$ cat src/rtl/mvu_out_buf_pkg.sv
// Shared MVAU stream-path definitions: lane geometry, result word type and
// the width helper used for occupancy counters and pointers.
package mvu_out_buf_pkg;

    localparam int PE     = 2;
    localparam int TDstI  = 16;
    localparam int WORD_W = PE * TDstI;

    // Packed accumulator vector; PE0 occupies the least significant lane.
    typedef logic [WORD_W-1:0] result_t;

    // Bits needed to hold any value in 0..max_val (never less than 1).
    function automatic int width_for(input int max_val);
        return (max_val < 2) ? 1 : $clog2(max_val + 1);
    endfunction

endpackage

$ cat src/rtl/mvu_out_buf_if.sv
// AXI-Stream result channel between the MVU output buffer and its consumer.
interface mvu_out_buf_if;
    import mvu_out_buf_pkg::*;

    result_t tdata;
    logic    tvalid;
    logic    tlast;
    logic    tready;

    modport master (output tdata, output tvalid, output tlast, input tready);
    modport slave  (input tdata, input tvalid, input tlast, output tready);

endinterface

$ cat src/rtl/mvu_out_fifo.sv
// Circular result buffer behind the output register; pointers wrap modulo
// ENTRIES, which need not be a power of two. No knowledge of AXI.
module mvu_out_fifo
    import mvu_out_buf_pkg::*;
#(
    parameter int ENTRIES = 7
) (
    input  logic    clk,
    input  logic    rst_n,
    input  logic    push,
    input  logic    pop,
    input  result_t din,
    output result_t head,
    output logic    empty,
    output logic    full
);

    localparam int PW = width_for(ENTRIES - 1);
    localparam int CW = width_for(ENTRIES);
    localparam logic [PW-1:0] PTR_LAST = PW'(ENTRIES - 1);
    localparam logic [CW-1:0] CNT_FULL = CW'(ENTRIES);

    result_t       mem [ENTRIES];
    logic [PW-1:0] wr_ptr;
    logic [PW-1:0] rd_ptr;
    logic [CW-1:0] count;

    function automatic logic [PW-1:0] ptr_inc(input logic [PW-1:0] p);
        return (p == PTR_LAST) ? '0 : p + 1'b1;
    endfunction

    // NOTE: the storage array is deliberately not reset; pointers and count
    // alone define which entries are valid, so the array maps to plain RAM.
    always_ff @(posedge clk) begin
        if (push)
            mem[wr_ptr] <= din;
    end

    // NOTE: all state uses non-blocking assignments so every read in this
    // cycle sees pre-edge values, including push and pop on a full buffer.
    always_ff @(posedge clk) begin
        if (!rst_n) begin
            wr_ptr <= '0;
            rd_ptr <= '0;
            count  <= '0;
        end else begin
            if (push)
                wr_ptr <= ptr_inc(wr_ptr);
            if (pop)
                rd_ptr <= ptr_inc(rd_ptr);
            count <= count + CW'(push) - CW'(pop);
        end
    end

    assign head  = mem[rd_ptr];
    assign empty = (count == '0);
    assign full  = (count == CNT_FULL);

endmodule

$ cat src/rtl/mvu_out_buf.sv
// MVU output stage: captures accumulator result vectors, buffers them and
// streams them out on AXI-Stream with per-vector tlast and an almost-full stall.
module mvu_out_buf
    import mvu_out_buf_pkg::*;
#(
    parameter int DEPTH     = 8,
    parameter int AF_MARGIN = 4,
    parameter int NF        = 3
) (
    input  logic             clk,
    input  logic             rst_n,
    input  logic             in_v,
    input  result_t          in_dat,
    mvu_out_buf_if.master    m_axis,
    output logic             out_stall,
    output logic             ovf_err
);

    localparam int CW = width_for(DEPTH);
    localparam int WW = width_for(NF - 1);
    localparam logic [CW-1:0] AF_LEVEL  = CW'(DEPTH - AF_MARGIN);
    localparam logic [WW-1:0] WCNT_LAST = WW'(NF - 1);

    logic [CW-1:0] cnt;
    logic [CW-1:0] cnt_next;
    logic [WW-1:0] wcnt;
    logic          pop;
    logic          push_acc;
    logic          out_free;
    logic          load;
    logic          fifo_push;
    logic          fifo_pop;
    logic          fifo_empty;
    logic          fifo_full;
    result_t       fifo_head;

    mvu_out_fifo #(.ENTRIES(DEPTH - 1)) u_fifo (
        .clk   (clk),
        .rst_n (rst_n),
        .push  (fifo_push),
        .pop   (fifo_pop),
        .din   (in_dat),
        .head  (fifo_head),
        .empty (fifo_empty),
        .full  (fifo_full)
    );

    // Every slot is occupied exactly when the FIFO is full behind a valid
    // output register; a same-cycle pop still frees room for the new word.
    always_comb begin
        pop       = m_axis.tvalid && m_axis.tready;
        push_acc  = in_v && (!(fifo_full && m_axis.tvalid) || pop);
        out_free  = !m_axis.tvalid || pop;
        load      = out_free && (!fifo_empty || push_acc);
        fifo_pop  = out_free && !fifo_empty;
        fifo_push = push_acc && !(out_free && fifo_empty);
        cnt_next  = cnt + CW'(push_acc) - CW'(pop);
    end

    always_ff @(posedge clk) begin
        if (!rst_n) begin
            cnt           <= '0;
            wcnt          <= '0;
            m_axis.tdata  <= '0;
            m_axis.tvalid <= 1'b0;
            m_axis.tlast  <= 1'b0;
            out_stall     <= 1'b0;
            ovf_err       <= 1'b0;
        end else begin
            cnt       <= cnt_next;
            out_stall <= (cnt_next >= AF_LEVEL);
            if (in_v && !push_acc)
                ovf_err <= 1'b1;
            // Words are tagged for framing as they enter the output register.
            if (load) begin
                m_axis.tdata  <= fifo_empty ? in_dat : fifo_head;
                m_axis.tvalid <= 1'b1;
                m_axis.tlast  <= (wcnt == WCNT_LAST);
                wcnt          <= (wcnt == WCNT_LAST) ? '0 : wcnt + 1'b1;
            end else if (pop) begin
                m_axis.tvalid <= 1'b0;
            end
        end
    end

endmodule

$ cat src/flat_wrapper.sv
// flat-port wrapper written by rule: the top's interface ports become plain ports
module mvu_out_buf_flat import mvu_out_buf_pkg::*;
#(
    parameter int DEPTH     = 8,
    parameter int AF_MARGIN = 4,
    parameter int NF        = 3
)
  (clk, rst_n, in_v, in_dat, out_stall, ovf_err, m_axis_tdata, m_axis_tvalid, m_axis_tlast, m_axis_tready);
  mvu_out_buf_if m_axis_i ();
  input  logic clk;
  input  logic rst_n;
  input  logic in_v;
  input  result_t in_dat;
  output logic out_stall;
  output logic ovf_err;
  output wire logic [$bits(m_axis_i.tdata)-1:0] m_axis_tdata;
  output wire logic [$bits(m_axis_i.tvalid)-1:0] m_axis_tvalid;
  output wire logic [$bits(m_axis_i.tlast)-1:0] m_axis_tlast;
  input wire logic [$bits(m_axis_i.tready)-1:0] m_axis_tready;
  assign m_axis_tdata = m_axis_i.tdata;
  assign m_axis_tvalid = m_axis_i.tvalid;
  assign m_axis_tlast = m_axis_i.tlast;
  assign m_axis_i.tready = m_axis_tready;
  mvu_out_buf #(.DEPTH(DEPTH), .AF_MARGIN(AF_MARGIN), .NF(NF)) u_core (.clk(clk), .rst_n(rst_n), .in_v(in_v), .in_dat(in_dat), .m_axis(m_axis_i), .out_stall(out_stall), .ovf_err(ovf_err));
endmodule
$ cat config.mk
export PLATFORM = sky130hd
export DESIGN_NAME = mvu_out_buf_flat
export DESIGN_NICKNAME = d
export VERILOG_FILES = /design/src/rtl/mvu_out_buf_pkg.sv /design/src/rtl/mvu_out_buf_if.sv /design/src/rtl/mvu_out_fifo.sv /design/src/rtl/mvu_out_buf.sv /design/src/flat_wrapper.sv
export SDC_FILE = /design/constraint.sdc
export NUM_CORES = 1
export LEC_CHECK = 0
export BUFFER_PORTS_ARGS = -buffer_cell sky130_fd_sc_hd__buf_2
export CAP_MARGIN = 20
export CORE_UTILIZATION = 60
export CTS_CLUSTER_DIAMETER = 60
export DETAILED_ROUTE_END_ITERATION = 10
export PLACE_DENSITY_LB_ADDON = 0.1
export SLEW_MARGIN = 30
export SYNTH_ARGS = -nofsm -noshare
export SYNTH_HDL_FRONTEND = slang
export SYNTH_SLANG_ARGS = --single-unit
$ cat constraint.sdc
create_clock -name clk -period 5.1 [get_ports clk]
set_input_delay 1.02 -clock clk [delete_from_list [all_inputs] [get_ports clk]]
set_output_delay 1.02 -clock clk [all_outputs]
set_load 0.01 [all_outputs]
---- After elaboration in Yosys (flattened, before gate mapping) ----
Memories as Yosys holds them, arrays and structs flattened. A register that Yosys moved wholly into a read port is not among the register bits.
Cells that the tools add are included.
cells by class
  mux-type cells .......................... 10
  add/sub/neg operators ................... 7
  equality and inequality tests ........... 4
  order comparisons ....................... 1
  reduce and logical (&&, ||, !) cells .... 18
operators by type and width
  kind                   count
  $mux W32               1
  $mux W3                4
  $eq A3 B3 Y1 const B   3
  $logic_and A1 B1 Y1    8
  $add A3 B1 Y3 const B  2
  $logic_not A1 Y1       5
  $add A4 B1 Y4          1
  $ge A4 B3 Y1 const B   1
  $mux W1                4
  $sub A4 B1 Y4          1
  $add A3 B1 Y3          1
  $logic_not A3 Y1       1
  $logic_or A1 B1 Y1     3
  $sub A3 B1 Y3          1
  $add A2 B1 Y2 const B  1
  $eq A2 B2 Y1 const B   1
  $mux W2                1
  $reduce_bool A2 Y1     1
storage, ports and cells
  memories kept ........................... 1
  output and inout port bits .............. 36
  RAM bits ................................ 224
  logic and storage cells ................. 51
  register bits after elaboration ......... 51
memory list
  name               depth  bits a word  rd ports  clocked after memory_dff  wr ports  line                RTL
  u_core.u_fifo.mem  7      32           1         1                         1         mvu_out_fifo.sv:23  result_t mem [ENTRIES];

---- Longest topological paths before layout ----
  depth after elaboration ................. 8
  gate-level depth with buffers ........... 9
  depth with buffers taken out ............ 9

---- Modules after synthesis ----
Synthesis repeated with hierarchy kept, for this count alone.
second synthesis, totals
  cell total of the unflattened synthesis .. 707
  area, all modules ....................... 11,875.1 um2
modules (own cells, without submodules)
  module        times used  area an instance (um2)  sequential area each (um2)  cells an instance
  mvu_out_fifo  1           9,714.3                 6,966.7                     505
  mvu_out_buf   1           2,160.8                 840.8                       202

---- Worst setup path after synthesis ----
OpenSTA, ideal clock, no wires.
  path kind ............................... input to register
  from .................................... in m_axis_tready
  to ...................................... mem u_core.u_fifo.mem[0][0] in the netlist's numbering, enable pin
  stages on the path ...................... 4
  required time ........................... 4.639 ns
  data arrival time ....................... 3.813 ns
  path buffers ............................ 0
  path slack .............................. 0.826 ns
  cell sequence ........................... and2b_2 -> o221ai_4 -> nand2b_1 -> nor3_1
on the way
  word-level cells in the longest chain between the ends .. 7
  elaborated cells on any way between the ends .. 9
RTL lines
  item                             line                RTL
  start: declaration               flat_wrapper.sv:19  input wire logic [$bits(m_axis_i.tready)-1:0] m_axis_tready;
  $logic_and A1 B1 Y1 *            mvu_out_buf.sv:51   pop = m_axis.tvalid && m_axis.tready;
  $logic_or A1 B1 Y1               mvu_out_buf.sv:53   out_free = !m_axis.tvalid || pop;
  $logic_and A1 B1 Y1              mvu_out_buf.sv:56   fifo_push = push_acc && !(out_free && fifo_empty);
  $logic_not A1 Y1                 mvu_out_buf.sv:56
  $logic_and A1 B1 Y1 *            mvu_out_buf.sv:56
  $mux W1 *                        mvu_out_fifo.sv:35  if (push)
  $mux W1 (implied by the code) *  mvu_out_fifo.sv:36  mem[wr_ptr] <= din;
  end: declaration                 mvu_out_fifo.sv:23
Mark *: on every way between the ends. The rest lies on a longest branch, timed or not.

---- Worst setup path in the final report ----
  from .................................... reg u_core.u_fifo.count[1]
  to ...................................... reg u_core.u_fifo.count[2]
on the way
  elaborated cells on any way between the ends .. 13
RTL lines
  item                       line                RTL
  start: declaration         mvu_out_fifo.sv:26  logic [CW-1:0] count;
  start signal: assignment   mvu_out_fifo.sv:51  count <= count + CW'(push) - CW'(pop);
  $logic_not A3 Y1           mvu_out_fifo.sv:56  assign empty = (count == '0);
  $logic_not A1 Y1           mvu_out_buf.sv:55   fifo_pop = out_free && !fifo_empty;
  $logic_and A1 B1 Y1        mvu_out_buf.sv:55
  named net u_core.fifo_pop  mvu_out_buf.sv:32   logic fifo_pop;
  $sub A3 B1 Y3              mvu_out_fifo.sv:51
The timed path passes the listed nets, and every way through them passes these cells.
A chain may end at the register's enable or synchronous reset.

==> summary.md <==
| Metric | Value |
|---|---|
| Worst endpoint required time | 5.51 ns |
| Clock tree buffer depth | 3 |
| Status | finished, final reports clean |
| Max-cap violations | 0 |
| Die Ht | 138 um |
| H-tree depth | 1 |
| RePlAce Congestion | 0.732 |
| DIE AREA | about 19000 um2 |
| Crit-path slowest cell | buf_4 |
| DIE WIDTH | 138 um |
| Fmax | 375 MHz |
| Core Region | 18000 um2 |
| Fillers | 1187 |
| Max Fanout on Critical Path | 38 |
| DP HPWL | 13700 um |
| Total gr overflow | 0 |
| WL/cell | 21.7 um |
| YS warnings | 0 |
| Synth unique cells | 37 |
| FF/Latch Area | slightly below 8000 um2 |
| Clock Pin Slew Worst Setup and Hold Paths | 0.06 ns |
| Initial Utilization | 61.6% |
| CP max stage delay | between 0.4 and 0.5 ns |
| Max-slew violation total from the final report | 0 |
| Ports | 72 |
| Crit path launch type | flop |
| Critical path's top delay family | adder cells |
| Pwr Density | 522 nW/um2 |
| Site Rows | 49 |
| Final Hold Fails | 0 |
| Vias | 6588 |
| LEAKAGE | ~4.2 nW |
| Crit Reg-Reg Endpoint | u_core.u_fifo.count[2] |
| Final setup violating endpoints | 0 |
| Worst vdd ir | about 0.00063 V |
| Final wirelength | 23200 um |
| CTS root buf | clkbuf_16 |
| Worst-Skew Late Latency | 0.54 ns |
| Seq/Total Area, Yosys | 70.3% |
| Worst path depth | 10 |
| Placed inst area | 11800 um2 |
| Initial antenna violation count | 1 |
| Hold buffer count at cts | 0 |
| # clock sinks | ~280 |
| Crit-path cells | nor3_2 -> buf_4 -> nor2_1 -> ha_1 -> inv_1 -> ha_1 -> fa_1 -> xnor2_1 -> xnor2_1 -> nor2_1 |
| Final min period | 2.67 ns |
| Total power | 6.68 mW |
| Hold Crit Class | flop to flop |
| Finished Cell Area | 12800 um2 |
| Worst setup EP type | flop |
| Skew final | roughly 0.015 ns |
| Syn_nets | ~800 |
| Worst slew margin | 35.9% |
| CP arrival | around 3 ns |
| Setup TNS | 0 ns |
| DR pass1 iterations | 5 |
| Vias/cell | ~6.2 |
| GRT Total Usage | 24.7% |
| Tightest Pin Transition | 0.961 ns |
| Fin util | a little under three quarters |
| Largest net degree at the start of global routing | 73 |
| Cell count after synthesis | 746 |
| Synthesized area per cell | between 10 and 15 um2 |
| Post-Syn Area | 11100 um2 |
| Antenna Nets Post-Route | 0 |
| Post-CTS setup buffers | 0 |
| Share of cells above drive strength 1 | 22.3% |
| Ys async rst share | 0% |
| Critical R2R Launch | u_core.u_fifo.count[1] |
| Period utilisation layout | 52.4% |
| Worst Setup Path Type | flop to flop |
| Num CTS Buffers | 29 |
| Placement Setup Slack | 1.93 ns |
| Number of synthesized flops with an enable pin | 224 |
| Synthesized flop and latch total | 278 |
| CTS tree | yes |
| Setup ws final | 2.43 ns |
| Post-CTS Resized | 0 |
| Residual DRC | 0 |
| Reg2reg setup slack | 2.43 ns |
| DR iter-0 viols | 438 |
| Crit path to | u_core.u_fifo.count[2] |
| Crit path from | u_core.u_fifo.count[1] |
| Depth of the most critical reg-to-reg path | 10 |
| RSZ-0062 raised after global routing | false |
| Vias in the first global route | slightly below 7000 |
| WP buf/inv | 2 |
| Post-layout nets | around 860 |
| Area Growth Syn to Fin | 15.1% |
| Port bufs | 71 |
| Top FF cell, synth | edfxtp_1 |
| First-pass GRT wire length | 36900 um |
| Area of the multi-input gates | 3040 um2 |
-- layout by cell type (no fill, tap or decap), types with 13 or more instances in the layout --
master     synthesis  layout
inv_1             13      13
clkbuf_16          0      29
buf_2             20      71
mux2i_1           96      96
nand3_1           65      64
o21ai_0           36      36
nand2_1           39      39
dfxtp_1           54      51
o221ai_2          30      30
o22ai_1           32      32
a21oi_1           43      43
edfxtp_1         224     224
-- layer usage --
layer | GRT usage [%] | routed length (um) | vias to the layer above
li1 | - | - | 3030
met4 | 8.21 | 505 | 0
met3 | 3.91 | 1250 | 42
met1 | 32.4 | 9890 | 3308
met2 | 42.3 | 11600 | 208
met5 | 0 | 0 | -
-- sequential cells by signal, summed over array words and instances (netlist names), named ones only --
name,count
u_core.wcnt,2
u_core.cnt,4
u_core.m_axis.tvalid,1
u_core.ovf_err,1
u_core.u_fifo.count,3
u_core.u_fifo.wr_ptr,3
u_core.u_fifo.rd_ptr,3
u_core.out_stall,1
u_core.u_fifo.mem,224
u_core.m_axis.tlast,1
u_core.m_axis.tdata,32
-- how the worst min path moves through the flow --
stage                                  startpoint                       to  cells after the start
after global routing               u_core.ovf_err           u_core.ovf_err                      1
after CTS                          u_core.ovf_err           u_core.ovf_err                      1
after floorplan           u_core.u_fifo.wr_ptr[0]  u_core.u_fifo.wr_ptr[0]                      2
after global placement             u_core.ovf_err           u_core.ovf_err                      1
after detailed placement           u_core.ovf_err           u_core.ovf_err                      1
final                              u_core.ovf_err           u_core.ovf_err                      1
-- cell usage after synthesis, types with 4 or more instances --
master    instances  area [um2]
buf_4             7        52.6
o21ai_0          36         180
nand2_1          39         146
o22ai_1          32         200
nand2b_1          4        25.0
edfxtp_1        224        6730
buf_2            20         100
inv_1            13        48.8
clkbuf_1         21        78.8
o221ai_2         30         450
xnor2_1           4        35.0
and2_1            6        37.5
buf_6             4        45.0
nor2_1           11        41.3
nor3_1            5        25.0
a21oi_1          43         215
dfxtp_1          54        1080
ha_1              6        75.1
nand3_1          65         325
mux2i_1          96         961
-- kinds of logic after synthesis --
kind of cell,share of synthesized area [%]
compound gates,10.5
xor+xnor,0.394
fa+ha+maj,1.04
buf+inv,2.93
flops,70.3
mux,8.65
simple gates,6.21
-- worst register-to-register path, cell delays in order, from the launching register on --
cell     delay (ns)
dfxtp_1        0.35
nor3_2         0.18
buf_4          0.49
nor2_1         0.22
ha_1           0.33
inv_1          0.04
ha_1           0.18
fa_1           0.38
xnor2_1        0.18
xnor2_1        0.15
nor2_1         0.06
-- through the flow --
step | cells | hold slack (ns)
after floorplan | 746 | 0.449
after global placement | 1006 | 0.443
after detailed placement | 1015 | 0.453
after CTS | 1069 | 0.469
after global routing | 1070 | 0.496
final | 1070 | 0.466
-- final cells by class --
| type | instances | area share (%) |
|---|---|---|
| clock buffer | 45 | 6.70 |
| tap | 229 | 2.24 |
| sequential | 278 | 61.1 |
| clock inverter | 9 | 0.607 |
| inverter | 13 | 0.382 |
| multi-input combinational | 403 | 23.8 |
| antenna | 1 | 0.0196 |
| timing repair buffer | 92 | 5.13 |
-- where the power goes --
part / switching, mW / internal [mW] / leakage (nW) / total, mW
Combinational: 1.04 / 0.683 / 1.26 / 1.73
Clock: 0.822 / 1.20 / 0.465 / 2.02
Sequential: 0.185 / 2.74 / 2.48 / 2.93
Total: 2.05 / 4.62 / 4.20 / 6.68
Power figures use the tool's default switching activity.
